## src/rtl/csi2tx_comp_byte_packer_pkg.sv

```systemverilog
// ----------------------------------------------------------------------------
// csi2tx_comp_byte_packer_pkg
// Shared constants for the compressed-code byte packer:
//   - compression scheme codes carried on comp_scheme[2:0]
//   - the three significant code widths (6/7/8 bits)
//   - packer state encoding
// ----------------------------------------------------------------------------
package csi2tx_comp_byte_packer_pkg;

  // Compression scheme selectors (comp_scheme[2:0]).
  localparam logic [2:0] C_10_8_10 = 3'd0;
  localparam logic [2:0] C_10_7_10 = 3'd1;
  localparam logic [2:0] C_10_6_10 = 3'd2;
  localparam logic [2:0] C_12_8_12 = 3'd3;
  localparam logic [2:0] C_12_7_12 = 3'd4;
  localparam logic [2:0] C_12_6_12 = 3'd5;

  // Significant bits per compressed code.
  localparam logic [3:0] CODE_W_6 = 4'd6;
  localparam logic [3:0] CODE_W_7 = 4'd7;
  localparam logic [3:0] CODE_W_8 = 4'd8;

  typedef enum logic {
    ST_RUN   = 1'b0,
    ST_DRAIN = 1'b1
  } pack_state_e;

endpackage

```

## src/rtl/csi2tx_code_width_dec.sv

```systemverilog
// ----------------------------------------------------------------------------
// csi2tx_code_width_dec
// Combinational decode of the compression scheme into the number of
// significant bits per code. Unknown schemes decode to 8 bits.
// Ports:
//   scheme  in  3  comp_scheme[2:0]
//   w       out 4  code width (6, 7 or 8)
// ----------------------------------------------------------------------------
module csi2tx_code_width_dec
  import csi2tx_comp_byte_packer_pkg::*;
(
  input  logic [2:0] scheme,
  output logic [3:0] w
);

  always_comb begin
    w = CODE_W_8;
    case (scheme)
      C_10_6_10, C_12_6_12: w = CODE_W_6;
      C_10_7_10, C_12_7_12: w = CODE_W_7;
      default:              w = CODE_W_8;
    endcase
  end

endmodule

```

## src/rtl/csi2tx_comp_byte_packer.sv

```systemverilog
// ----------------------------------------------------------------------------
// csi2tx_comp_byte_packer
// Packs 6/7/8-bit compressed codes MSB-first into a continuous byte stream
// (RAW6/RAW7/RAW8 packing). Every line starts byte-aligned; a line that ends
// with a partial byte pulses line_err.
//
// Build option: define CSI2TX_PACKER_PAD_EN to zero-pad a line-end residue
// into one extra byte (marked byte_last). Without it the residue is dropped.
//
// Ports:
//   clk           in   1  clock
//   reset         in   1  synchronous, active-high
//   comp_scheme   in   5  [2:0] selects code width, [4:3] unused here
//   enable        in   1  compression path enabled; low clears the packer
//   enc_data      in   8  right-justified code
//   enc_valid     in   1  code present
//   enc_line_end  in   1  last code of the line (qualified by enc_valid)
//   enc_ready     out  1  code accepted when enc_valid && enc_ready
//   byte_data     out  8  packed byte
//   byte_valid    out  1  byte present, held until byte_ready
//   byte_last     out  1  last byte of the line
//   byte_ready    in   1  downstream accepts
//   line_err      out  1  one-cycle pulse: line ended non-byte-aligned
// ----------------------------------------------------------------------------
module csi2tx_comp_byte_packer
  import csi2tx_comp_byte_packer_pkg::*;
(
  input  logic       clk,
  input  logic       reset,
  input  logic [4:0] comp_scheme,
  input  logic       enable,
  input  logic [7:0] enc_data,
  input  logic       enc_valid,
  input  logic       enc_line_end,
  output logic       enc_ready,
  output logic [7:0] byte_data,
  output logic       byte_valid,
  output logic       byte_last,
  input  logic       byte_ready,
  output logic       line_err
);

  logic [15:0]  acc;          // valid bits left-aligned, oldest at acc[15]
  logic [3:0]   cnt;          // number of valid bits in acc
  pack_state_e  state;
  logic         line_active;  // a line has started (width latched)
  logic [3:0]   w_line;

  logic [3:0]   w_dec;
  logic [3:0]   w_cur;
  logic         slot_free;
  logic         load;
  logic         accept;
  logic         line_done;
  logic         ending;
  logic [3:0]   cnt_shift;
  logic [15:0]  acc_shift;
  logic [7:0]   code_mask;
  logic [7:0]   code_bits;
  logic [4:0]   code_sh;
  logic [15:0]  code_aligned;
  logic [15:0]  acc_app;
  logic [3:0]   cnt_app;
  logic         residue;
  logic         last_full;
  logic         set_last;
  logic         unused_scheme_hi;

  assign unused_scheme_hi = ^comp_scheme[4:3];

  csi2tx_code_width_dec u_width_dec (
    .scheme (comp_scheme[2:0]),
    .w      (w_dec)
  );

  // The first code of a line uses the live decode; later codes use the
  // width latched with that first code.
  assign w_cur     = line_active ? w_line : w_dec;

  assign slot_free = !byte_valid || byte_ready;
  assign load      = enable && (cnt >= 4'd8) && slot_free;
  assign enc_ready = !reset && enable && (state == ST_RUN) && ((cnt < 4'd8) || load);
  assign accept    = enc_valid && enc_ready;
  assign line_done = accept && enc_line_end;
  assign ending    = (state == ST_DRAIN) || line_done;

  // Shift out a loaded byte first, then append the new code below the
  // remaining valid bits.
  assign cnt_shift    = load ? (cnt - 4'd8) : cnt;
  assign acc_shift    = load ? {acc[7:0], 8'h00} : acc;
  assign code_mask    = 8'hFF >> (4'd8 - w_cur);
  assign code_bits    = enc_data & code_mask;
  assign code_sh      = 5'd16 - {1'b0, cnt_shift} - {1'b0, w_cur};
  assign code_aligned = {8'h00, code_bits} << code_sh;
  assign acc_app      = accept ? (acc_shift | code_aligned) : acc_shift;
  assign cnt_app      = accept ? (cnt_shift + w_cur) : cnt_shift;

  // Partial byte left over once the last full byte of a line has gone.
  assign residue   = (state == ST_DRAIN) && (cnt < 4'd8) && (cnt != 4'd0);

  // A load that leaves fewer than 8 bits of a finished line is the last
  // full byte of that line.
  assign last_full = load && ending && (cnt_app < 4'd8);

`ifdef CSI2TX_PACKER_PAD_EN
  logic pad_load;
  // With padding, the residue byte takes byte_last unless there is none.
  assign pad_load = enable && residue && slot_free;
  assign set_last = last_full && (cnt_app == 4'd0);
`else
  assign set_last = last_full;
`endif

  always_ff @(posedge clk) begin
    if (reset) begin
      acc         <= '0;
      cnt         <= '0;
      state       <= ST_RUN;
      line_active <= 1'b0;
      w_line      <= CODE_W_8;
      byte_data   <= '0;
      byte_valid  <= 1'b0;
      byte_last   <= 1'b0;
      line_err    <= 1'b0;
    end else begin
      line_err <= 1'b0;

      // Output byte register
`ifdef CSI2TX_PACKER_PAD_EN
      if (load) begin
        byte_data  <= acc[15:8];
        byte_valid <= 1'b1;
        byte_last  <= set_last;
      end else if (pad_load) begin
        // Bits below the residue are already zero in acc.
        byte_data  <= acc[15:8];
        byte_valid <= 1'b1;
        byte_last  <= 1'b1;
        line_err   <= 1'b1;
      end else if (byte_ready) begin
        byte_valid <= 1'b0;
        byte_last  <= 1'b0;
      end
`else
      if (load) begin
        byte_data  <= acc[15:8];
        byte_valid <= 1'b1;
        byte_last  <= set_last;
      end else if (byte_ready) begin
        byte_valid <= 1'b0;
        byte_last  <= 1'b0;
      end
`endif

      // Accumulator and line control
      if (!enable) begin
        acc         <= '0;
        cnt         <= '0;
        state       <= ST_RUN;
        line_active <= 1'b0;
      end else if (state == ST_RUN) begin
        acc <= acc_app;
        cnt <= cnt_app;
        if (accept) begin
          line_active <= 1'b1;
          if (!line_active) begin
            w_line <= w_dec;
          end
        end
        if (line_done) begin
          state <= ST_DRAIN;
        end
      end else begin
        if (cnt >= 4'd8) begin
          acc <= acc_app;
          cnt <= cnt_app;
        end else if (!residue) begin
          state       <= ST_RUN;
          line_active <= 1'b0;
        end else begin
`ifdef CSI2TX_PACKER_PAD_EN
          if (slot_free) begin
            acc         <= '0;
            cnt         <= '0;
            state       <= ST_RUN;
            line_active <= 1'b0;
          end
`else
          acc         <= '0;
          cnt         <= '0;
          state       <= ST_RUN;
          line_active <= 1'b0;
          line_err    <= 1'b1;
`endif
        end
      end
    end
  end

endmodule

```

## config.mk

```make
export PLATFORM = sky130hd
export DESIGN_NAME = csi2tx_comp_byte_packer
export DESIGN_NICKNAME = d
export VERILOG_FILES = /design/src/rtl/csi2tx_comp_byte_packer_pkg.sv /design/src/rtl/csi2tx_code_width_dec.sv /design/src/rtl/csi2tx_comp_byte_packer.sv
export SDC_FILE = /design/constraint.sdc
export NUM_CORES = 1
export LEC_CHECK = 0
export BUFFER_PORTS_ARGS = -buffer_cell sky130_fd_sc_hd__buf_2
export CAP_MARGIN = 20
export CELL_PAD_IN_SITES_DETAIL_PLACEMENT = 2
export CELL_PAD_IN_SITES_GLOBAL_PLACEMENT = 2
export CORE_ASPECT_RATIO = 1.75
export CORE_MARGIN = 4
export CORE_UTILIZATION = 34
export DETAILED_ROUTE_END_ITERATION = 7
export PLACE_DENSITY = 0.89
export SLEW_MARGIN = 0
export SYNTH_ARGS = -nofsm -noshare
export SYNTH_HDL_FRONTEND = slang
export SYNTH_SLANG_ARGS = --single-unit
```

## constraint.sdc

```tcl
create_clock -name clk -period 4.7 [get_ports clk]
set_input_delay 0 -clock clk [delete_from_list [all_inputs] [get_ports clk]]
set_output_delay 0 -clock clk [all_outputs]
set_load 0.005 [all_outputs]
```

# Word level (Yosys, flattened, before mapping)

Index checks and enable logic that the tools add are counted.

Flip-flop bits (word level): 37
Input bits: 19
Output and inout bits: 12
Logic and storage cells: 76

Add/subtract/negate cells: 5
Order comparisons: 3
Eq/ne operators: 6
Shifts and indexed selects: 2
Muxes and demuxes: 22
Bitwise gates (word level): 4
Reduce and logical (&&, ||, !) cells: 25

Operators with widths:

| cell                  | count |
|---|---|
| $mux W16              | 5 |
| $mux W4               | 6 |
| $or A16 B16 Y16       | 1 |
| $shl A8 B5 Y16        | 1 |
| $logic_and A1 B1 Y1   | 11 |
| $mux W1               | 10 |
| $and A8 B8 Y8         | 1 |
| $lt A4 B4 Y1 const B  | 2 |
| $pmux W4 S2           | 1 |
| $shr A8 B4 Y8 const A | 1 |
| $eq A3 B3 Y1 const B  | 2 |
| $reduce_or A2 Y1      | 3 |
| $sub A5 B4 Y5         | 1 |
| $sub A5 B4 Y5 const A | 1 |
| $add A4 B4 Y4         | 1 |
| $ge A4 B4 Y1 const B  | 1 |
| $reduce_bool A2 Y1    | 2 |
| $reduce_bool A4 Y1    | 1 |
| $reduce_or A4 Y1      | 1 |
| $sub A4 B4 Y4 const A | 1 |
| $sub A4 B4 Y4 const B | 1 |
| $eq A3 B1 Y1 const B  | 1 |
| $eq A3 B2 Y1 const B  | 1 |
| $logic_or A1 B1 Y1    | 3 |
| other kinds (6)       | 8 |

# Depth between registers and ports, before layout

Depth in word-level cells: 12
Mapped depth: 15
Gate-level depth less buffers: 14

# By module

From an unflattened synthesis, not the netlist that was laid out.

Cells, all modules: 302
Area, all modules: 2468.6 um2

By module, submodules not included:

| module                  | instances | cells each | area each (um2) | seq. area each (um2) |
|---|---|---|---|---|
| csi2tx_comp_byte_packer | 1         | 296        | 2424.8          | 740.7 |
| csi2tx_code_width_dec   | 1         | 6          | 43.8            | 0.0 |

# Worst setup path before layout

OpenSTA, ideal clock, no wires.

Kind: register to register
Start point: register cnt[3]
End point: register acc[11]
Library setup time: 122 ps
Arrival time: 3161 ps
Required time: 4578 ps
Path slack: 1417 ps
Cell stages (with the launch flop): 14
Buffers on the path: 1
Period minus slack after synthesis: 3283 ps
Cell sequence: dfxtp_1 > nand2_1 > a21oi_1 > inv_1 > clkbuf_1 > ha_1 > ha_1 > ha_1 > and3_1 > or3_1 > nand3_1 > nor2_1 > and3_1 > a311o_1

Longest elaborated chain between the ends: 11
Elaborated cells between the ends (all ways): 21
Classes of those cells: 3 x add/sub; 2 x order compare; 1 x eq/ne; 1 x shift; 5 x mux; 1 x bitwise; 8 x reduce/logical

RTL lines:

| element                          | RTL line                                                      | text |
|---|---|---|
| start, declared                  | csi2tx_comp_byte_packer.sv:44                                 | `logic [3:0] cnt;` |
| start signal, assigned           | csi2tx_comp_byte_packer.sv:163                                | `cnt <= cnt_app;` |
| start signal, assigned           | csi2tx_comp_byte_packer.sv:176                                | `cnt <= cnt_app;` |
| $ge A4 B4 Y1                     | csi2tx_comp_byte_packer.sv:81, csi2tx_comp_byte_packer.sv:174 |  |
| $logic_and A1 B1 Y1 (2 in a row) | csi2tx_comp_byte_packer.sv:81                                 | `assign load = enable && (cnt >= 4'd8) && slot_free;` |
| $mux W4                          | csi2tx_comp_byte_packer.sv:89                                 | `assign cnt_shift = load ? (cnt - 4'd8) : cnt;` |
| $sub A5 B4 Y5 (2 in a row)       | csi2tx_comp_byte_packer.sv:93                                 | `assign code_sh = 5'd16 - {1'b0, cnt_shift} - {1'b0, w_cur};` |
| $shl A8 B5 Y16                   | csi2tx_comp_byte_packer.sv:94                                 | `assign code_aligned = {8'h00, code_bits} << code_sh;` |
| $or A16 B16 Y16                  | csi2tx_comp_byte_packer.sv:95                                 | `assign acc_app = accept ? (acc_shift \| code_aligned) : acc_shift;` |
| $mux W16                         | csi2tx_comp_byte_packer.sv:95                                 |  |
| $mux W16                         | csi2tx_comp_byte_packer.sv:174                                | `if (cnt >= 4'd8) begin` |
| $mux W16                         | csi2tx_comp_byte_packer.sv:161                                | `end else if (state == ST_RUN) begin` |
| end signal, assigned             | csi2tx_comp_byte_packer.sv:162                                | `acc <= acc_app;` |
| end signal, assigned             | csi2tx_comp_byte_packer.sv:175                                | `acc <= acc_app;` |
| end, declared                    | csi2tx_comp_byte_packer.sv:43                                 | `logic [15:0] acc;` |

Parallel ways exist; a longest one is shown, timed or not.
A chain may end at the register's enable or synchronous reset.

# Worst setup path in the final report

Start point: register cnt[3]
End point: register acc[6]

Same word-level chain as after synthesis.

==> summary.md <==
| Metric | Value |
|---|---|
| Initial cell density of the core | 0.347 |
| Max cap viols | 0 |
| Vias in the first global route | 2888 |
| Clk buf depth | 2 |
| Final HPWL DP | 6.89 mm |
| Primary FF master, synth | dfxtp_1 |
| Dpl ws | ~1.0 ns |
| Peak supply drop | 0.153 mV |
| Skew-Pair Late Insertion Delay | slightly below 0.3 ns |
| Grt total ovfl | 0 |
| Number of synthesized flops with an enable pin | 0 |
| Die height | approximately 120 um |
| Port-buffer cells | 28 |
| Routability cong. | 0.895 |
| Worst slew margin | 0.286 |
| Initial antenna violation count | 0 |
| Syn avg cell area | 7.88 sq um |
| Antenna cells | 0 |
| DRT antenna net count | 0 |
| Critical path class | reg2reg |
| First-pass GRT wire length | approximately 15 mm |
| Post-Syn Area | 2490 sq um |
| TritonCTS clock tree | done |
| Setup TNS | 0 ns |
| Reg2Reg Setup Slack | ~0.84 ns |
| DRT iter0 DRCs | around 110 |
| Final Cycle Share | 0.821 |
| Status | finished clean |
| Tmin final | about 3.9 ns |
| CTS sink cnt | 37 |
| Die Wd | just over 70 um |
| Mean routed wirelength per cell | roughly 21 um |
| Crit path arrival time | 4.07 ns |
| Area grow syn2layout | 17.4% |
| Commonest non-fill, non-tap cell in the layout | nand2_1 |
| Lkg Pwr | about 1.1 nW |
| Total CTS buffers | 5 |
| Final wirelength | 9.15 mm |
| FFs w/ async S/R, synth | 0 |
| Fin. max-slew vios | 0 |
| Total power per unit cell area | 381 nW/um^2 |
| DRC errors left | 0 |
| RSZ-0062 raised after global routing | no |
| Clock slew at reported path FFs | approximately 0.060 ns |
| Setup violators final | 0 |
| Setup slack after layout | 0.839 ns |
| Worst-Margin Slew | 1.07 ns |
| # Post-CTS Setup Buffers | 0 |
| Highest-count cells in the layout ignoring fill and taps | 53 x nand2_1, 37 x dfxtp_1, 28 x buf_2, 24 x nor2_1, 20 x a21oi_1 |
| Die area | 8810 sq um |
| Largest net degree at the start of global routing | 21 |
| CP max FO | 12 |
| Final #Nets | 377 |
| Launching element type of the critical path | register |
| FMAX | 259 MHz |
| Worst Path Required | 4.91 ns |
| Via count | 2624 |
| Core area | 7180 sq um |
| Post-Syn Nets | 350 |
| Hold Crit Class | in2reg |
| Fill count | 836 |
| Root buf cell | clkbuf_16 |
| DR vias/cell | 6.10 |
| # IOs | 31 |
| Cell variety after synth | 58 |
| Seq/Total Area, Yosys | 0.297 |
| Clock Skew | 0.00593 ns |
| H-tree Lvls | 2 |
| Total Routing Usage GR | 0.224 |
| Drt pass-1 iters | 4 |
| Crit. End Element | register |
| Hold Fails Final Rpt | 0 |
| Yosys warning total | 0 |
| Tot Pwr | 1.11 mW |
| # rows | 41 |
| Synthesized instance count | roughly 320 |
| Layout cells sized above 1 | 0.163 |
| Yosys reg bits | 37 |
-- report_power, final --
part	switching, mW	internal [mW]
clock	0.138	0.303
sequential	0.00832	0.322
combinational	0.231	0.113
total	0.377	0.738
-- worst paths after layout --
check | from | depth (start not counted) | endpoint
worst max-delay path | cnt[3] | 13 | acc[6]
worst min register to register | byte_data[0] | 2 | byte_data[0]
worst max register to register | cnt[3] | 13 | acc[6]
worst min-delay path | enable | 3 | byte_valid
-- layer usage --
metal  global-route usage  up-vias  wire, um  share of wire
li1                     -     1219         -              -
met3               0.0274       23       259          0.028
met1                0.226     1312      3290           0.36
met4                0.118        0       341          0.037
met2                0.426       70      5260           0.57
met5                    0        -         0              0
-- registers in the layout (all words and copies together), names as in the netlist --
signal       count
acc             16
byte_data        8
cnt              4
w_line           4
byte_last        1
byte_valid       1
line_active      1
line_err         1
state            1
-- stage by stage --
step | cells | hold WS, ns | area [sq um] | util
floorplan | 316 | 0.151 | 2490 | -
global placement | 421 | 0.269 | 2720 | 0.379
detailed placement | 421 | 0.306 | 2720 | 0.379
CTS | 430 | 0.0214 | 2920 | 0.407
global route | 430 | 0.0398 | 2920 | 0.407
finish | 430 | 0.0331 | 2920 | 0.407
-- synth_stat cells, types with 4 or more instances --
master,instances,area share
a211oi_1,7,0.021
a21o_1,4,0.012
a21oi_1,20,0.040
a31oi_1,6,0.015
a32oi_1,5,0.018
and3_1,4,0.010
clkbuf_1,12,0.018
dfxtp_1,37,0.30
ha_1,12,0.060
inv_1,12,0.018
mux2_2,4,0.018
nand2_1,53,0.080
nand2b_1,4,0.010
nand3_1,16,0.032
nor2_1,24,0.036
nor2b_1,4,0.010
nor3_1,7,0.014
o21ai_0,16,0.032
xnor2_1,4,0.014
-- final cells by class --
cell class                      instances  area (sq um)  area share
Clock buffer                            5           125      0.0428
Clock inverter                          3          65.1      0.0223
Multi-Input combinational cell        251          1640       0.561
Timing Repair Buffer                   35           195      0.0668
Tap cell                               86           108      0.0368
Inverter                               13          48.8      0.0167
Sequential cell                        37           741       0.253
-- critical path, stage by stage (launching register included) --
cell	delay, ns
dfxtp_1	0.52
nand2_1	0.12
a21oi_1	0.13
buf_4	0.21
inv_1	0.10
ha_1	0.32
ha_1	0.33
ha_1	0.37
and3_1	0.20
o21ai_0	0.27
nand3_1	0.37
nor2_1	0.49
nand2_1	0.14
o221ai_1	0.20
-- cell families after synthesis --
| family | after synthesis | synth area share |
|---|---|---|
| buffers and inverters | 28 | 0.0437 |
| XOR/XNOR | 7 | 0.0276 |
| AO/OA/AOI/OAI | 93 | 0.267 |
| AND/OR/NAND/NOR | 129 | 0.245 |
| multiplexers | 7 | 0.0352 |
| flip-flops | 37 | 0.297 |
| adder cells (fa/ha/maj) | 15 | 0.0844 |
-- what timing repair did --
action	CTS	global route
resized for setup	0	0
hold buffers	1	0
endpoints found under the hold margin	1	0
No activity file was read; power rests on OpenSTA's default activity.
